--- src/rtl/stepper_axis_pulser_pkg.sv ---
// Shared definitions for the single-axis step/direction pulse generator.
package stepper_axis_pulser_pkg;

  typedef enum logic [1:0] {
    ST_IDLE  = 2'd0,
    ST_SETUP = 2'd1,
    ST_HIGH  = 2'd2,
    ST_LOW   = 2'd3
  } state_t;

  localparam logic DIR_POS = 1'b1;
  localparam logic DIR_NEG = 1'b0;

endpackage

--- src/rtl/stepper_axis_pulser_timer.sv ---
// Loadable down-counter shared by the SETUP, HIGH and LOW phases.
module stepper_axis_pulser_timer #(
  parameter int W = 32
) (
  input  logic         clock,
  input  logic         reset_n,
  input  logic         load,
  input  logic [W-1:0] value,
  output logic         expired
);

  logic [W-1:0] count;

  // Counts down to zero and parks there; a load always wins over the decrement.
  always_ff @(posedge clock) begin
    if (!reset_n) begin
      count <= '0;
    end else if (load) begin
      count <= value;
    end else if (count != '0) begin
      count <= count - W'(1);
    end
  end

  assign expired = (count == '0);

endmodule

--- src/rtl/stepper_axis_pulser.sv ---
// Step/direction pulse generator for one plotter axis: timed STEP pulses, DIR setup, signed position.
module stepper_axis_pulser
  import stepper_axis_pulser_pkg::*;
#(
  parameter int POS_W            = 32,
  parameter int STEP_HIGH_CYCLES = 200,
  parameter int DIR_SETUP_CYCLES = 100,
  parameter int MIN_PERIOD       = 1000
) (
  input  logic             clock,
  input  logic             reset_n,
  input  logic             move_pos,
  input  logic             move_neg,
  input  logic [POS_W-1:0] period,
  input  logic             zero_pos,
  output logic             step_pin,
  output logic             dir_pin,
  output logic [POS_W-1:0] position,
  output logic             busy,
  output logic             step_done,
  output state_t           state
);

  localparam int FLOOR_INT = (MIN_PERIOD > STEP_HIGH_CYCLES + 1) ? MIN_PERIOD : STEP_HIGH_CYCLES + 1;
  localparam logic [POS_W-1:0] PERIOD_FLOOR = POS_W'(FLOOR_INT);
  localparam logic [POS_W-1:0] HIGH_LOAD    = POS_W'(STEP_HIGH_CYCLES - 1);
  localparam logic [POS_W-1:0] SETUP_LOAD   = POS_W'(DIR_SETUP_CYCLES);
  localparam logic [POS_W-1:0] LOW_OFFSET   = POS_W'(STEP_HIGH_CYCLES + 1);

  logic             req_valid;
  logic             req_dir;
  logic [POS_W-1:0] eff_period;
  logic [POS_W-1:0] period_q;
  logic             fire;
  logic             timer_load;
  logic [POS_W-1:0] timer_value;
  logic             timer_expired;

  assign req_valid  = (move_pos ^ move_neg) && (period != '0);
  assign req_dir    = move_pos ? DIR_POS : DIR_NEG;
  assign eff_period = (period > PERIOD_FLOOR) ? period : PERIOD_FLOOR;
  assign busy       = (state != ST_IDLE);

  // fire marks the edge on which STEP rises: the HIGH entry cycle from IDLE (step_pin still 0),
  // the end of SETUP, or the end of LOW with a same-direction request pending.
  always_comb begin
    fire        = 1'b0;
    timer_load  = 1'b0;
    timer_value = '0;
    case (state)
      ST_IDLE: begin
        if (req_valid && req_dir != dir_pin) begin
          timer_load  = 1'b1;
          timer_value = SETUP_LOAD;
        end
      end
      ST_SETUP: fire = timer_expired;
      ST_HIGH: begin
        if (!step_pin) begin
          fire = 1'b1;
        end else if (timer_expired) begin
          timer_load  = 1'b1;
          timer_value = period_q - LOW_OFFSET;
        end
      end
      ST_LOW: begin
        if (timer_expired && req_valid) begin
          if (req_dir == dir_pin) begin
            fire = 1'b1;
          end else begin
            timer_load  = 1'b1;
            timer_value = SETUP_LOAD;
          end
        end
      end
      default: ;
    endcase
    if (fire) begin
      timer_load  = 1'b1;
      timer_value = HIGH_LOAD;
    end
  end

  stepper_axis_pulser_timer #(.W(POS_W)) u_timer (
    .clock   (clock),
    .reset_n (reset_n),
    .load    (timer_load),
    .value   (timer_value),
    .expired (timer_expired)
  );

  always_ff @(posedge clock) begin
    if (!reset_n) begin
      state     <= ST_IDLE;
      step_pin  <= 1'b0;
      dir_pin   <= DIR_NEG;
      position  <= '0;
      step_done <= 1'b0;
      period_q  <= '0;
    end else begin
      step_done <= 1'b0;
      case (state)
        ST_IDLE: begin
          if (req_valid) begin
            if (req_dir == dir_pin) begin
              state <= ST_HIGH;
            end else begin
              dir_pin <= req_dir;
              state   <= ST_SETUP;
            end
          end
        end
        ST_SETUP: begin
          if (timer_expired) begin
            state    <= ST_HIGH;
            step_pin <= 1'b1;
          end
        end
        ST_HIGH: begin
          if (!step_pin) begin
            step_pin <= 1'b1;
          end else if (timer_expired) begin
            step_pin <= 1'b0;
            state    <= ST_LOW;
          end
        end
        ST_LOW: begin
          if (timer_expired) begin
            step_done <= 1'b1;
            if (req_valid && req_dir == dir_pin) begin
              state    <= ST_HIGH;
              step_pin <= 1'b1;
            end else if (req_valid) begin
              dir_pin <= req_dir;
              state   <= ST_SETUP;
            end else begin
              state <= ST_IDLE;
            end
          end
        end
        default: state <= ST_IDLE;
      endcase
      if (fire) begin
        period_q <= eff_period;
      end
      // A clear request beats the step that would otherwise be counted on the same edge.
      if (zero_pos) begin
        position <= '0;
      end else if (fire) begin
        position <= (dir_pin == DIR_POS) ? position + POS_W'(1) : position - POS_W'(1);
      end
    end
  end

endmodule

--- config.mk ---
export PLATFORM = sky130hd
export DESIGN_NAME = stepper_axis_pulser
export DESIGN_NICKNAME = d
export VERILOG_FILES = /design/src/rtl/stepper_axis_pulser_pkg.sv /design/src/rtl/stepper_axis_pulser_timer.sv /design/src/rtl/stepper_axis_pulser.sv
export SDC_FILE = /design/constraint.sdc
export NUM_CORES = 1
export LEC_CHECK = 0
export BUFFER_PORTS_ARGS = -buffer_cell sky130_fd_sc_hd__buf_2
export CAP_MARGIN = 40
export CORE_UTILIZATION = 34
export CTS_BUF_LIST = sky130_fd_sc_hd__clkbuf_4 sky130_fd_sc_hd__clkbuf_8
export CTS_CLUSTER_SIZE = 24
export DETAILED_ROUTE_END_ITERATION = 8
export SLEW_MARGIN = 30
export SYNTH_ARGS = -nofsm -noshare
export SYNTH_HDL_FRONTEND = slang
export SYNTH_SLANG_ARGS = --single-unit
--- constraint.sdc ---
create_clock -name clock -period 7.2 [get_ports clock]
set_input_delay 1.8 -clock clock [delete_from_list [all_inputs] [get_ports clock]]
set_output_delay 1.8 -clock clock [all_outputs]
set_load 0.01 [all_outputs]
==> flow_summary.json <==
{
  "status": "finished, violations left",
  "failed_checks": "DRC",
  "clk_pin_slew_worst_paths_ns": 0.10,
  "rsz0062_at_grt": "no",
  "final_cells": 1124,
  "pre_cts_ws_ns": 2.19,
  "fmax_ghz": 0.217,
  "yosysWarnings": 0,
  "place.gp.congestion": 0.831,
  "dpl_cell_area_sq_mm": 0.00702,
  "grt_overflow": 0,
  "synth_edf_count": 0,
  "avgSynthCellArea_sq_um": 7.72,
  "fin_crit_ns": 4.60,
  "worst_slew_pin_slew_ns": 0.754,
  "antenna_found_initial": 1,
  "hold_viol": 0,
  "fillerInstances": 1904,
  "detail_route.wl_per_cell_um": 15.2,
  "cts_tree": "done",
  "cap_violations": 0,
  "cp_data_required_time_ns": 7.50,
  "syn_nets": 899,
  "path_buf_inv": 4,
  "max-vdd-ir-drop_v": 0.000177,
  "insertion_delay_ns": 0.40,
  "clockBufferDepth": 2,
  "p_per_area_mw_per_mm2": 426,
  "critical_path.max_fanout": 19,
  "fp.dieH_um": 139,
  "firstDrtPassIters": 7,
  "drc_errors": 1,
  "crit_path_top_delay_cell": "a31oi_4",
  "post_cts_buffers": 0,
  "viasPerCell": 5.45,
  "slowest_delay_ns": 0.61,
  "r2r_start": "dir_pin$_SDFFE_PN0P_",
  "rows": 49,
  "design_area_sq_mm": 0.00727,
  "die_x_um": 139,
  "yosysUniqueCellTypes": 59,
  "synth_area_leader_cell": "dfxtp_1",
  "end_kind": "register",
  "crit_type": "primary input to register",
  "cts_resized": 0,
  "worstRegToRegCells": 13,
  "syn_area_sq_mm": 0.00639,
  "power_leakage_nw": 3.12,
  "crit_arrival_ns": 4.90,
  "grt_pass1_wl_um": 28300,
  "num-nets-final": 961,
  "cts_sinks": 101,
  "crit_cells": 12,
  "num_io_pins": 75,
  "synthFlopType": "dfxtp_1",
  "fin_hold_ws_ns": 0.478,
  "r2r_slack_ns": 3.17,
  "synth.top_cells.by_count": "nand2_1, dfxtp_1, nor2_1",
  "port_buffers": 74,
  "crit_family": "simple AND/OR/NAND/NOR gates",
  "routed_wl_um": 17100,
  "cts.root.buffer_cell": "clkbuf_8",
  "drt-initial-drc-count": 312,
  "crit_path_cell_trace": "buf_2 -> nor4_1 -> clkdlybuf4s15_2 -> nand4_1 -> nor3_1 -> nor2_1 -> nand2b_1 -> a31oi_4 -> buf_16 -> buf_4 -> o21ai_0 -> and2_1",
  "start_util_pct": 35.1,
  "hold_class": "register to register",
  "fin_ws_ns": 2.60,
  "coreArea_sq_mm": 0.0182,
  "critPathLaunchType": "primary input",
  "track_usage_pct": 18.1,
  "netlist_instances": 828,
  "setup_viol": 0,
  "placed_cells": 1107,
  "hpwl_um": 12300,
  "drive_gt1_share_pct": 13.9,
  "cts_hold_buffers": 0,
  "ant_nets": 0,
  "htreeDepth": 3,
  "syn2layout_area_growth_pct": 13.7,
  "finalSetupTns_ns": 0,
  "critPathCapture": "position[15]$_SDFFE_PP0P_",
  "worstSetupStartpoint": "period[10]",
  "synth.top_cell.area_share_pct": 31.6,
  "synth_async_sr_flop_share_pct": 0,
  "r2r_end": "position[19]$_SDFFE_PP0P_",
  "ys_seq_area_share_pct": 31.6,
  "drv_slew": 0,
  "ys_ff_latch": 101,
  "grt_max_degree": 69,
  "regArea_sq_mm": 0.00202,
  "grt_pass1_vias": 5789,
  "synth.most_common_cell": "nand2_1",
  "synth_area_leaders": "dfxtp_1, nand2_1, a21oi_1",
  "dr_total_vias": 6123,
  "multi_input_area_sq_mm": 0.00419,
  "n_antenna_cell": 0,
  "slew_headroom_pct": 49.3,
  "dieArea_sq_mm": 0.0194,
  "cts_buffers": 9,
  "fin_crit_sh_pct": 63.9,
  "skew_ns": 0.0104
}
## power breakdown
| group | switching (mW) | internal [mW] | leakage [nW] |
|---|---|---|---|
| combinational | 1.04 | 0.760 | 2.18 |
| clock | 0.214 | 0.235 | 0.120 |
| sequential | 0.150 | 0.700 | 0.823 |
| total | 1.40 | 1.69 | 3.12 |
## per-stage QoR
stage | utilization (%) | power (mW)
after floorplan | - | 2.25
after global placement | 38.3 | 2.62
after detailed placement | 38.6 | 2.65
after CTS | 39.9 | 3.11
after global routing | 39.9 | 3.38
final | 39.9 | 3.10
## state kept, by name, indices dropped and copies added (netlist names)
name	count
period_q	32
u_timer.count	32
state	2
step_pin	1
dir_pin	1
step_done	1
position	32
## cells in the final DEF (no fill, tap or decap), types with 3 or more instances in the layout
cell type  count
nor2b_1        3
nand2b_1      11
nor2_1        87
bufinv_16      3
or4_4          4
buf_2         74
a21o_1        15
ha_1          33
buf_4          8
nor3_1        34
o211ai_1       3
or3_1          3
and3_1         6
nor4b_1        3
a211oi_1      14
xnor2_1       33
o31ai_1       10
or2_2          6
a22oi_1       22
a21oi_1       86
nor3_2         4
o21bai_1       3
nand4_1        9
nor4_1        18
clkbuf_8       9
o21a_1         8
nand2_1      116
or4_1         11
a31oi_1        5
xor2_1        42
o2111ai_1      3
o21ai_0       25
nand3_1       26
inv_1         15
dfxtp_1      101
a31o_2         3
and2_1         3
## logic make-up (layout without fill, tap and decap cells)
kind of cell | count (synthesis) | after routing | share of synthesized area (%)
flip-flops | 101 | 101 | 31.6
AO/OA/AOI/OAI | 218 | 218 | 21.7
multiplexers | 1 | 1 | 0.157
buffers and inverters | 49 | 116 | 3.15
AND/OR/NAND/NOR | 350 | 350 | 26.3
XOR/XNOR | 75 | 75 | 10.3
adder cells (fa/ha/maj) | 34 | 34 | 6.77
## area by class of cell
| type | count | area share (%) |
|---|---|---|
| clock buffers | 10 | 1.81 |
| clock inverters | 6 | 1.53 |
| inverters | 15 | 0.775 |
| multi-input cells | 678 | 57.6 |
| flip-flops and latches | 101 | 27.8 |
| well taps | 229 | 3.94 |
| repair buffers | 85 | 6.51 |
## layer usage
metal	vias to the layer above	share of wire (%)	global-route usage (%)	routed length, um
met5	-	0.059	0	10
met4	2	2.7	7.13	457
met3	29	4.6	4.01	781
met2	109	45	29.8	7750
met1	2873	47	22.9	8090
li1	3110	-	-	-
## worst min path at each step
| stage | startpoint | to | slack [ns] | cells after the start |
|---|---|---|---|---|
| final | position[16]$_SDFFE_PP0P_ | position[16]$_SDFFE_PP0P_ | 0.48 | 2 |
| after floorplan | period_q[31]$_SDFFE_PN0P_ | period_q[31]$_SDFFE_PN0P_ | 0.44 | 2 |
| after detailed placement | position[13]$_SDFFE_PP0P_ | position[13]$_SDFFE_PP0P_ | 0.46 | 2 |
| after global placement | position[10]$_SDFFE_PP0P_ | position[10]$_SDFFE_PP0P_ | 0.46 | 2 |
| after global routing | position[10]$_SDFFE_PP0P_ | position[10]$_SDFFE_PP0P_ | 0.50 | 2 |
| after CTS | position[13]$_SDFFE_PP0P_ | position[13]$_SDFFE_PP0P_ | 0.48 | 2 |
## worst register-to-register path: stages (launching register included)
cell,delay (ns)
dfxtp_1,0.51
inv_1,0.32
buf_4,0.33
ha_1,0.43
o211ai_1,0.14
o211ai_1,0.24
a21oi_1,0.12
o31ai_1,0.67
a2111oi_0,0.22
clkbuf_1,0.18
o311ai_0,0.41
xor2_1,0.18
nand2_1,0.06
a21oi_1,0.16
Note: power is estimated with default switching activity, not from simulation.
